File: src/rtl/bus_arb_pkg.sv
// Shared definitions for the bus/diag memory arbiter: width defaults,
// starvation limit default and the arbiter state encoding.
package bus_arb_pkg;

    localparam int ADDR_W_DEF       = 16;
    localparam int DATA_W_DEF       = 8;
    localparam int STARVE_LIMIT_DEF = 64;

    localparam logic [2:0] ST_IDLE       = 3'd0;
    localparam logic [2:0] ST_CPU_RD     = 3'd1;
    localparam logic [2:0] ST_CPU_RD_CAP = 3'd2;
    localparam logic [2:0] ST_CPU_WR     = 3'd3;
    localparam logic [2:0] ST_DIAG_ISSUE = 3'd4;
    localparam logic [2:0] ST_DIAG_CAP   = 3'd5;

    typedef enum logic [2:0] {
        IDLE       = ST_IDLE,
        CPU_RD     = ST_CPU_RD,
        CPU_RD_CAP = ST_CPU_RD_CAP,
        CPU_WR     = ST_CPU_WR,
        DIAG_ISSUE = ST_DIAG_ISSUE,
        DIAG_CAP   = ST_DIAG_CAP
    } arb_state_t;

endpackage

File: src/rtl/bus_mem_arbiter_if.sv
// CPU bus, diag handshake and memory port bundle. The slave modport is the
// arbiter's view; the master modport is the CPU/diag/memory side.
interface bus_mem_arbiter_if
    import bus_arb_pkg::*;
#(
    parameter int ADDR_W = ADDR_W_DEF,
    parameter int DATA_W = DATA_W_DEF
);

    logic              cpu_sel;
    logic              cpu_rwbar;
    logic [ADDR_W-1:0] cpu_addr;
    logic [DATA_W-1:0] cpu_wdata;
    logic [DATA_W-1:0] cpu_rdata;
    logic              cpu_oe;
    logic              rdy;

    logic              diag_req;
    logic              diag_we;
    logic [ADDR_W-1:0] diag_addr;
    logic [DATA_W-1:0] diag_wdata;
    logic              diag_ack;
    logic [DATA_W-1:0] diag_rdata;

    logic [ADDR_W-1:0] mem_addr;
    logic [DATA_W-1:0] mem_wdata;
    logic              mem_we;
    logic              mem_re;
    logic [DATA_W-1:0] mem_rdata;

    modport slave (
        input  cpu_sel, cpu_rwbar, cpu_addr, cpu_wdata,
        output cpu_rdata, cpu_oe, rdy,
        input  diag_req, diag_we, diag_addr, diag_wdata,
        output diag_ack, diag_rdata,
        output mem_addr, mem_wdata, mem_we, mem_re,
        input  mem_rdata
    );

    modport master (
        output cpu_sel, cpu_rwbar, cpu_addr, cpu_wdata,
        input  cpu_rdata, cpu_oe, rdy,
        output diag_req, diag_we, diag_addr, diag_wdata,
        input  diag_ack, diag_rdata,
        input  mem_addr, mem_wdata, mem_we, mem_re,
        output mem_rdata
    );

endinterface

File: src/rtl/bus_mem_arbiter_phi2_sync.sv
// Two-flop synchronizer for the raw 6502 phi2 clock, with single-cycle
// rise/fall pulses derived from the synchronized level.
module phi2_sync (
    input  logic clk,
    input  logic rst,
    input  logic phi2,
    output logic level,
    output logic rise,
    output logic fall
);

    logic [2:0] sh;

    always_ff @(posedge clk or negedge rst) begin
        if (!rst) sh <= '0;
        else      sh <= {sh[1:0], phi2};
    end

    assign level = sh[1];
    assign rise  = sh[1] & ~sh[2];
    assign fall  = ~sh[1] & sh[2];

endmodule

File: src/rtl/bus_mem_arbiter.sv
// Arbitrates one single-port memory between phi2-timed 6502 accesses and the
// SPI diag req/ack port. Define ARB_CPU_HALT_EN to enable RDY starvation control.
module bus_mem_arbiter
    import bus_arb_pkg::*;
#(
    parameter int ADDR_W       = ADDR_W_DEF,
    parameter int DATA_W       = DATA_W_DEF,
    parameter int STARVE_LIMIT = STARVE_LIMIT_DEF
) (
    input logic              clk,
    input logic              rst,
    input logic              phi2,
    bus_mem_arbiter_if.slave bus
);

    if (STARVE_LIMIT < 1 || STARVE_LIMIT > 255) begin : g_bad_limit
        $error("STARVE_LIMIT must be within 1..255");
    end

    logic phi2_lvl, phi2_rise, phi2_fall;

    phi2_sync u_phi2_sync (
        .clk   (clk),
        .rst   (rst),
        .phi2  (phi2),
        .level (phi2_lvl),
        .rise  (phi2_rise),
        .fall  (phi2_fall)
    );

    arb_state_t        state;
    logic [DATA_W-1:0] wdata_smp, wr_data, cpu_rdata_q, diag_rdata_q, mem_wdata_q;
    logic [ADDR_W-1:0] addr_q, rd_addr, wr_addr, mem_addr_q;
    logic              sel_q, rwbar_q, rd_pend, wr_pend, diag_we_q;
    logic              cpu_oe_q, mem_we_q, mem_re_q, rdy_q, halted, diag_ack;
    logic              rd_hit, wr_hit, rd_req, wr_req, idle;
    logic              grant_rd, grant_wr, grant_diag;
    logic [ADDR_W-1:0] rd_addr_n, wr_addr_n;
    logic [DATA_W-1:0] wr_data_n;

    // A fresh edge is granted in the same cycle it is seen, so a diag request
    // arriving together with a CPU edge cannot slip in ahead of it.
    always_comb begin
        rd_hit     = phi2_rise & bus.cpu_sel & bus.cpu_rwbar;
        wr_hit     = phi2_fall & sel_q & ~rwbar_q;
        rd_req     = rd_pend | rd_hit;
        wr_req     = wr_pend | wr_hit;
        rd_addr_n  = rd_pend ? rd_addr : bus.cpu_addr;
        wr_addr_n  = wr_pend ? wr_addr : addr_q;
        wr_data_n  = wr_pend ? wr_data : wdata_smp;
        idle       = (state == IDLE);
        grant_wr   = idle & wr_req;
        grant_rd   = idle & ~wr_req & rd_req & ~(halted & bus.diag_req);
        grant_diag = idle & ~wr_req & bus.diag_req & (~rd_req | halted);
    end

    always_ff @(posedge clk or negedge rst) begin
        if (!rst) begin
            wdata_smp <= '0;
            sel_q     <= 1'b0;
            rwbar_q   <= 1'b1;
            addr_q    <= '0;
            rd_pend   <= 1'b0;
            rd_addr   <= '0;
            wr_pend   <= 1'b0;
            wr_addr   <= '0;
            wr_data   <= '0;
        end else begin
            if (phi2_lvl) wdata_smp <= bus.cpu_wdata;
            if (phi2_rise) begin
                sel_q   <= bus.cpu_sel;
                rwbar_q <= bus.cpu_rwbar;
                addr_q  <= bus.cpu_addr;
            end
            if (grant_rd) rd_pend <= 1'b0;
            else if (rd_hit) begin
                rd_pend <= 1'b1;
                rd_addr <= bus.cpu_addr;
            end
            if (grant_wr) wr_pend <= 1'b0;
            else if (wr_hit) begin
                wr_pend <= 1'b1;
                wr_addr <= addr_q;
                wr_data <= wdata_smp;
            end
        end
    end

    always_ff @(posedge clk or negedge rst) begin
        if (!rst) begin
            state        <= IDLE;
            mem_addr_q   <= '0;
            mem_wdata_q  <= '0;
            mem_we_q     <= 1'b0;
            mem_re_q     <= 1'b0;
            cpu_rdata_q  <= '0;
            diag_rdata_q <= '0;
            diag_we_q    <= 1'b0;
        end else begin
            case (state)
                IDLE: begin
                    if (grant_wr) begin
                        mem_addr_q  <= wr_addr_n;
                        mem_wdata_q <= wr_data_n;
                        mem_we_q    <= 1'b1;
                        state       <= CPU_WR;
                    end else if (grant_rd) begin
                        mem_addr_q <= rd_addr_n;
                        mem_re_q   <= 1'b1;
                        state      <= CPU_RD;
                    end else if (grant_diag) begin
                        mem_addr_q  <= bus.diag_addr;
                        mem_wdata_q <= bus.diag_wdata;
                        mem_we_q    <= bus.diag_we;
                        mem_re_q    <= ~bus.diag_we;
                        diag_we_q   <= bus.diag_we;
                        state       <= DIAG_ISSUE;
                    end
                end
                CPU_RD: begin
                    mem_re_q <= 1'b0;
                    state    <= CPU_RD_CAP;
                end
                CPU_RD_CAP: begin
                    cpu_rdata_q <= bus.mem_rdata;
                    state       <= IDLE;
                end
                CPU_WR: begin
                    mem_we_q <= 1'b0;
                    state    <= IDLE;
                end
                DIAG_ISSUE: begin
                    mem_we_q <= 1'b0;
                    mem_re_q <= 1'b0;
                    state    <= DIAG_CAP;
                end
                DIAG_CAP: begin
                    if (!diag_we_q) diag_rdata_q <= bus.mem_rdata;
                    state <= IDLE;
                end
                default: state <= IDLE;
            endcase
        end
    end

    // Output enable only rises while phi2 is still high, so a late capture
    // never drives the bus into phi1.
    always_ff @(posedge clk or negedge rst) begin
        if (!rst)                     cpu_oe_q <= 1'b0;
        else if (state == CPU_RD_CAP) cpu_oe_q <= phi2_lvl;
        else if (phi2_fall)           cpu_oe_q <= 1'b0;
    end

    assign diag_ack = (state == DIAG_CAP);

`ifdef ARB_CPU_HALT_EN
    localparam logic [7:0] LIMIT_M1 = 8'(STARVE_LIMIT - 1);
    logic [7:0] starve_cnt;

    always_ff @(posedge clk or negedge rst) begin
        if (!rst) begin
            starve_cnt <= '0;
            rdy_q      <= 1'b1;
        end else if (diag_ack || !bus.diag_req) begin
            starve_cnt <= '0;
            rdy_q      <= 1'b1;
        end else begin
            if (starve_cnt != '1) starve_cnt <= starve_cnt + 8'd1;
            if (starve_cnt >= LIMIT_M1) rdy_q <= 1'b0;
        end
    end

    assign halted = ~rdy_q;
`else
    assign rdy_q  = 1'b1;
    assign halted = 1'b0;
`endif

    assign bus.cpu_rdata  = cpu_rdata_q;
    assign bus.cpu_oe     = cpu_oe_q;
    assign bus.rdy        = rdy_q;
    assign bus.diag_ack   = diag_ack;
    assign bus.diag_rdata = (diag_ack && !diag_we_q) ? bus.mem_rdata : diag_rdata_q;
    assign bus.mem_addr   = mem_addr_q;
    assign bus.mem_wdata  = mem_wdata_q;
    assign bus.mem_we     = mem_we_q;
    assign bus.mem_re     = mem_re_q;

endmodule

File: src/flat_wrapper.sv
// flat-port wrapper written by rule: the top's interface ports become plain ports
module bus_mem_arbiter_flat import bus_arb_pkg::*;
#(
    parameter int ADDR_W       = ADDR_W_DEF,
    parameter int DATA_W       = DATA_W_DEF,
    parameter int STARVE_LIMIT = STARVE_LIMIT_DEF
)
  (clk, rst, phi2, bus_cpu_sel, bus_cpu_rwbar, bus_cpu_addr, bus_cpu_wdata, bus_cpu_rdata, bus_cpu_oe, bus_rdy, bus_diag_req, bus_diag_we, bus_diag_addr, bus_diag_wdata, bus_diag_ack, bus_diag_rdata, bus_mem_addr, bus_mem_wdata, bus_mem_we, bus_mem_re, bus_mem_rdata);
  bus_mem_arbiter_if #(.ADDR_W(ADDR_W), .DATA_W(DATA_W)) bus_i ();
  input logic clk;
  input logic rst;
  input logic phi2;
  input wire logic [$bits(bus_i.cpu_sel)-1:0] bus_cpu_sel;
  input wire logic [$bits(bus_i.cpu_rwbar)-1:0] bus_cpu_rwbar;
  input wire logic [$bits(bus_i.cpu_addr)-1:0] bus_cpu_addr;
  input wire logic [$bits(bus_i.cpu_wdata)-1:0] bus_cpu_wdata;
  output wire logic [$bits(bus_i.cpu_rdata)-1:0] bus_cpu_rdata;
  output wire logic [$bits(bus_i.cpu_oe)-1:0] bus_cpu_oe;
  output wire logic [$bits(bus_i.rdy)-1:0] bus_rdy;
  input wire logic [$bits(bus_i.diag_req)-1:0] bus_diag_req;
  input wire logic [$bits(bus_i.diag_we)-1:0] bus_diag_we;
  input wire logic [$bits(bus_i.diag_addr)-1:0] bus_diag_addr;
  input wire logic [$bits(bus_i.diag_wdata)-1:0] bus_diag_wdata;
  output wire logic [$bits(bus_i.diag_ack)-1:0] bus_diag_ack;
  output wire logic [$bits(bus_i.diag_rdata)-1:0] bus_diag_rdata;
  output wire logic [$bits(bus_i.mem_addr)-1:0] bus_mem_addr;
  output wire logic [$bits(bus_i.mem_wdata)-1:0] bus_mem_wdata;
  output wire logic [$bits(bus_i.mem_we)-1:0] bus_mem_we;
  output wire logic [$bits(bus_i.mem_re)-1:0] bus_mem_re;
  input wire logic [$bits(bus_i.mem_rdata)-1:0] bus_mem_rdata;
  assign bus_i.cpu_sel = bus_cpu_sel;
  assign bus_i.cpu_rwbar = bus_cpu_rwbar;
  assign bus_i.cpu_addr = bus_cpu_addr;
  assign bus_i.cpu_wdata = bus_cpu_wdata;
  assign bus_cpu_rdata = bus_i.cpu_rdata;
  assign bus_cpu_oe = bus_i.cpu_oe;
  assign bus_rdy = bus_i.rdy;
  assign bus_i.diag_req = bus_diag_req;
  assign bus_i.diag_we = bus_diag_we;
  assign bus_i.diag_addr = bus_diag_addr;
  assign bus_i.diag_wdata = bus_diag_wdata;
  assign bus_diag_ack = bus_i.diag_ack;
  assign bus_diag_rdata = bus_i.diag_rdata;
  assign bus_mem_addr = bus_i.mem_addr;
  assign bus_mem_wdata = bus_i.mem_wdata;
  assign bus_mem_we = bus_i.mem_we;
  assign bus_mem_re = bus_i.mem_re;
  assign bus_i.mem_rdata = bus_mem_rdata;
  bus_mem_arbiter #(.ADDR_W(ADDR_W), .DATA_W(DATA_W), .STARVE_LIMIT(STARVE_LIMIT)) u_core (.clk(clk), .rst(rst), .phi2(phi2), .bus(bus_i));
endmodule
File: config.mk
export PLATFORM = sky130hd
export DESIGN_NAME = bus_mem_arbiter_flat
export DESIGN_NICKNAME = d
export VERILOG_FILES = /design/src/rtl/bus_arb_pkg.sv /design/src/rtl/bus_mem_arbiter_if.sv /design/src/rtl/bus_mem_arbiter_phi2_sync.sv /design/src/rtl/bus_mem_arbiter.sv /design/src/flat_wrapper.sv
export SDC_FILE = /design/constraint.sdc
export NUM_CORES = 1
export LEC_CHECK = 0
export BUFFER_PORTS_ARGS = -buffer_cell sky130_fd_sc_hd__buf_4
export CAP_MARGIN = 10
export CORE_MARGIN = 2
export CORE_UTILIZATION = 36
export DETAILED_ROUTE_END_ITERATION = 7
export GPL_ROUTABILITY_DRIVEN = 0
export PLACE_DENSITY = 0.66
export SYNTH_ARGS = -nofsm -noshare
export SYNTH_HDL_FRONTEND = slang
export SYNTH_SLANG_ARGS = --single-unit
File: constraint.sdc
create_clock -name clk -period 2.2 [get_ports clk]
set_input_delay 0.22 -clock clk [delete_from_list [all_inputs] [get_ports clk]]
set_output_delay 0.22 -clock clk [all_outputs]
set_load 0.1 [all_outputs]
* After elaboration in Yosys (flattened, before gate mapping)
Index checks and enable logic that the tools add are counted.
Word-level totals: register bits 118, logic and storage cells 100
Cells by class: equality and inequality tests 11, bitwise gates (word level) 22, reductions and logical operators 20, multiplexer cells 28
Operator list (count):
- $mux W16 | 5
- $mux W8 | 5
- $mux W1 | 12
- $reduce_bool A2 Y1 | 6
- $and A1 B1 Y1 | 11
- $mux W3 | 3
- $ne A3 B3 Y1 const B | 3
- $not A1 Y1 | 9
- $pmux W3 S3 | 1
- $reduce_and A3 Y1 | 3
- $reduce_and A2 Y1 | 4
- $eq A3 B2 Y1 const B | 2
- $eq A3 B3 Y1 const B | 2
- $ne A2 B2 Y1 const B | 2
- $ne A4 B4 Y1 const B | 1
- $pmux W1 S2 | 2
- $reduce_and A4 Y1 | 1
- $reduce_or A2 Y1 | 2
- $eq A3 B1 Y1 const B | 1
- $logic_not A3 Y1 | 1
- $reduce_bool A3 Y1 | 1
- $or A1 B1 Y1 | 2
- $logic_and A1 B1 Y1 | 1
- $logic_not A1 Y1 | 1

* Logic depth before layout (Yosys ltp)
word-level depth 13, gate-level depth with buffers 6, mapped depth without buffers 4

* Modules after synthesis
From an unflattened synthesis, not the netlist that was laid out.
Second synthesis, totals: cell total of the unflattened synthesis 405, area, all modules 5371.4 µm²
By module, submodules not included:
- bus_mem_arbiter | instances 1, cells an instance 400, area each 5281.3 µm², seq. area each 2879.0 µm²
- phi2_sync | instances 1, cells an instance 5, area each 90.1 µm², seq. area each 75.1 µm²

* Worst setup path before layout
OpenSTA, ideal clock, no wires.
path type reg-to-output, from reg u_core.state[2], to out bus_diag_ack, data arrival time 1.829 ns, buffers on the path 1, setup slack 0.151 ns, stages on the path, launching flop included 4, cells stage by stage dfrtp_1 buf_2 nand2_1 nor2_1
On the way: word-level cells in the longest chain between the ends 1
RTL lines:
- start, declared | line bus_mem_arbiter.sv:31 | arb_state_t state;
- start signal, assigned | line bus_mem_arbiter.sv:91 | state <= IDLE;
- start signal, assigned | line bus_mem_arbiter.sv:106 | state <= CPU_WR;
- start signal, assigned | line bus_mem_arbiter.sv:110 | state <= CPU_RD;
- $eq A3 B3 Y1 | line bus_mem_arbiter.sv:154 | assign diag_ack = (state == DIAG_CAP);
- end, declared | line flat_wrapper.sv:24 | output wire logic [$bits(bus_i.diag_ack)-1:0] bus_diag_ack;
Every way passes these cells.

* Final worst setup path
from reg u_core.state[0], to out bus_diag_rdata[1]
On the way: word-level cells in the longest chain between the ends 3
RTL lines:
- $eq A3 B3 Y1 | line bus_mem_arbiter.sv:154
- $logic_and A1 B1 Y1 | line bus_mem_arbiter.sv:183 | assign bus.diag_rdata = (diag_ack && !diag_we_q) ? bus.mem_rdata : diag_rdata_q;
- $mux W8 | line bus_mem_arbiter.sv:183
- end, declared | line flat_wrapper.sv:25 | output wire logic [$bits(bus_i.diag_rdata)-1:0] bus_diag_rdata;
Every way passes these cells.

==> flow_metrics.env <==
export IMPL_status="finished clean"
export IMPL_antenna_found_initial=0
export IMPL_io_pins=108
export IMPL_worstHoldStart="bus_cpu_wdata[1]"
export IMPL_synth_cell_types=52
export IMPL_netlist_area_um2=5550
export IMPL_wl_per_cell_um=18.2
export IMPL_p_total_mw=12.7
export IMPL_period_needed_ns=2.11
export IMPL_clock_path_buffers=2
export IMPL_die_h_um=128
export IMPL_slew_viol_final=0
export IMPL_critPathMostFrequentCell="buf_6"
export IMPL_holdPathStages=2
export IMPL_nFillCells=1344
export IMPL_post_dp_hpwl_um=9380
export IMPL_synth_warnings=0
export IMPL_ys_async_sr_fraction=1.00
export IMPL_grt_pass1_wl_um=21900
export IMPL_ys_ff_latch=118
export IMPL_r2r_cells=6
export IMPL_final_setup_skew_ns=0.00554
export IMPL_finalHoldViolations=0
export IMPL_grt_pass1_vias=4145
export IMPL_die_area_um2=16400
export IMPL_reg2reg_to="u_core.bus.mem_addr[14]$_DFFE_PN0P_"
export IMPL_htreeDepth=4
export IMPL_drc=0
export IMPL_critPathSlowestCell="dfrtp_1"
export IMPL_required_ns=1.98
export IMPL_startpoint_type="register"
export IMPL_hold_class="in -> reg"
export IMPL_power_density_nw_per_um2=1740
export IMPL_synthCells=421
export IMPL_cp_cell_sequence="buf_6 > nand2_1 > nor3_4 > buf_6 > mux2_2 > buf_6"
export IMPL_final_cell_mix="123 x buf_4, 116 x dfrtp_1, 96 x mux2_2"
export IMPL_syn_avg_cell_area_um2=13.2
export IMPL_finalCritPeriodShare=0.958
export IMPL_final_common_cell="buf_4"
export IMPL_dr_first_iter_drc_count=203
export IMPL_worstPathArrival_ns=1.89
export IMPL_max_stage_delay_ns=0.37
export IMPL_antenna_left=0
export IMPL_hold_end="u_core.wdata_smp[1]$_DFFE_PN0P_"
export IMPL_regToRegSetupSlack_ns=0.21
export IMPL_synth_edf_count=0
export IMPL_r2r_start="u_core.state[0]$_DFFE_PN0P_"
export IMPL_initial_core_util=0.367
export IMPL_fmaxAchievable_mhz=474
export IMPL_path_class="reg -> out"
export IMPL_area_growth_pct=31.8
export IMPL_routed_via_density=5.26
export IMPL_die_x_um=128
export IMPL_finalWirelength_um=13700
export IMPL_p_leak_nw=3.32
export IMPL_final_nets=613
export IMPL_io_buffers=106
export IMPL_placed_area_um2=6650
export IMPL_clock_sinks=118
export IMPL_crit_path_end_kind="output pin"
export IMPL_cts_root_buf="clkbuf_16"
export IMPL_cts_clk_slew_worst_paths_ns=0.05
export IMPL_place_ws_ns=0.252
export IMPL_syn_nets=484
export IMPL_synth_ff_type="dfrtp_1"
export IMPL_vias=3943
export IMPL_std_cell_rows=45
export IMPL_seq_area_frac_synth=0.532
export IMPL_grt_remaining_overflow=0
export IMPL_cap_violations=0
export IMPL_fin_ws_ns=0.0918
export IMPL_setup_viol=0
export IMPL_drive_above_1_share=0.516
export IMPL_grtUsageTotal=0.174
export IMPL_worst_pin_slew_ns=0.684
export IMPL_ir_drop_v=0.00149
export IMPL_grt_max_degree=52
export IMPL_diodes=0
export IMPL_fin_area_um2=7320
export IMPL_maxSlewHeadroom=0.544
export IMPL_cts_tree="yes"
export IMPL_core_area_um2=15100
export IMPL_clkLatencyLatePin_ns=0.41
export IMPL_dr_pass1_iters=4
export IMPL_cts_buffers_inserted=17
export IMPL_crit_fanout=8
-- worst max path at each step --
stage / cells past startpoint / startpoint / to
4_1_cts: 6 / u_core.state[0]$_DFFE_PN0P_ / bus_diag_rdata[0]
6_report: 6 / u_core.state[0]$_DFFE_PN0P_ / bus_diag_rdata[1]
2_1_floorplan: 3 / u_core.state[2]$_DFFE_PN0P_ / bus_diag_ack
5_1_grt: 6 / u_core.state[0]$_DFFE_PN0P_ / bus_diag_rdata[2]
3_3_place_gp: 4 / u_core.state[2]$_DFFE_PN0P_ / u_core.wr_data[5]$_DFFE_PN0P_
3_5_place_dp: 4 / u_core.rd_pend$_DFFE_PN0P_ / u_core.bus.mem_addr[14]$_DFFE_PN0P_
-- through the flow --
step | hold slack (ns) | util | setup TNS (ns) | instances
2_1_floorplan | -0.0756 | - | 0 | 421
3_3_place_gp | 0.301 | 0.439 | 0 | 715
3_5_place_dp | 0.307 | 0.439 | 0 | 715
4_1_cts | 0.0240 | 0.481 | 0 | 748
5_1_grt | 0.0246 | 0.483 | -0.0333 | 750
6_report | 0.0381 | 0.483 | 0 | 750
-- metal layers --
metal  part of all wire  track usage
met5                  0            0
met4             0.0094       0.0524
met3              0.055       0.0559
met2               0.51        0.285
met1               0.43        0.221
-- Yosys cell counts, types with 2 or more instances --
master	instances	area share
a211o_1	10	0.016
a211oi_1	11	0.015
a21oi_1	7	0.0063
a22o_1	6	0.0095
buf_1	2	0.0014
buf_2	10	0.0090
buf_4	5	0.0068
buf_6	4	0.0081
clkbuf_1	6	0.0041
dfrtp_1	117	0.53
inv_1	12	0.0081
mux2_2	96	0.19
mux2_4	10	0.027
mux2i_1	11	0.020
nand2_1	2	0.0014
nand4b_1	7	0.011
nor2_1	13	0.0088
nor2b_1	10	0.011
nor3_1	13	0.012
nor3_2	2	0.0036
nor3b_1	2	0.0027
o211ai_1	6	0.0081
o21ai_0	12	0.011
o21ai_4	2	0.0059
o22ai_1	8	0.0090
o2bb2ai_1	2	0.0032
o31ai_1	10	0.014
-- registers in the layout (all words and copies together) (netlist names), 16 cells and up --
name and cells:
u_core.addr_q 16, u_core.bus.mem_addr 16, u_core.rd_addr 16, u_core.wr_addr 16
-- critical path: cells and delay by family, from the launching register on --
family,cells,cell delay (ns)
flops,1,0.37
mux,1,0.36
buf+inv,3,0.49
simple gates,2,0.24
-- repair_timing --
action	in CTS	in global routing
endpoints found under the hold margin	49	0
setup buffers	0	2
gates resized for setup	7	5
hold buffers	2	0
setup endpoints to repair	8	8
-- final cells by class --
cell class | instances | area, um^2 | share of cell area
sequential | 118 | 2960 | 0.404
multi-input combinational | 263 | 2380 | 0.326
clock inverter | 10 | 103 | 0.0140
timing repair buffer | 138 | 1120 | 0.153
inverter | 12 | 45.0 | 0.00616
tap | 188 | 235 | 0.0321
clock buffer | 21 | 480 | 0.0657
-- logic make-up after synthesis --
kind of cell | share of synthesized area
buffers and inverters | 0.0410
multiplexers | 0.242
flip-flops | 0.532
XOR/XNOR | 0.00158
other | 0.000675
AO/OA/AOI/OAI | 0.107
AND/OR/NAND/NOR | 0.0759
-- power breakdown --
part	internal [mW]	total, mW	switching, mW
Clock	1.76	2.71	0.948
Sequential	3.05	3.55	0.505
Combinational	2.03	6.45	4.42
Total	6.84	12.7	5.88
Power figures use the tool's default switching activity.
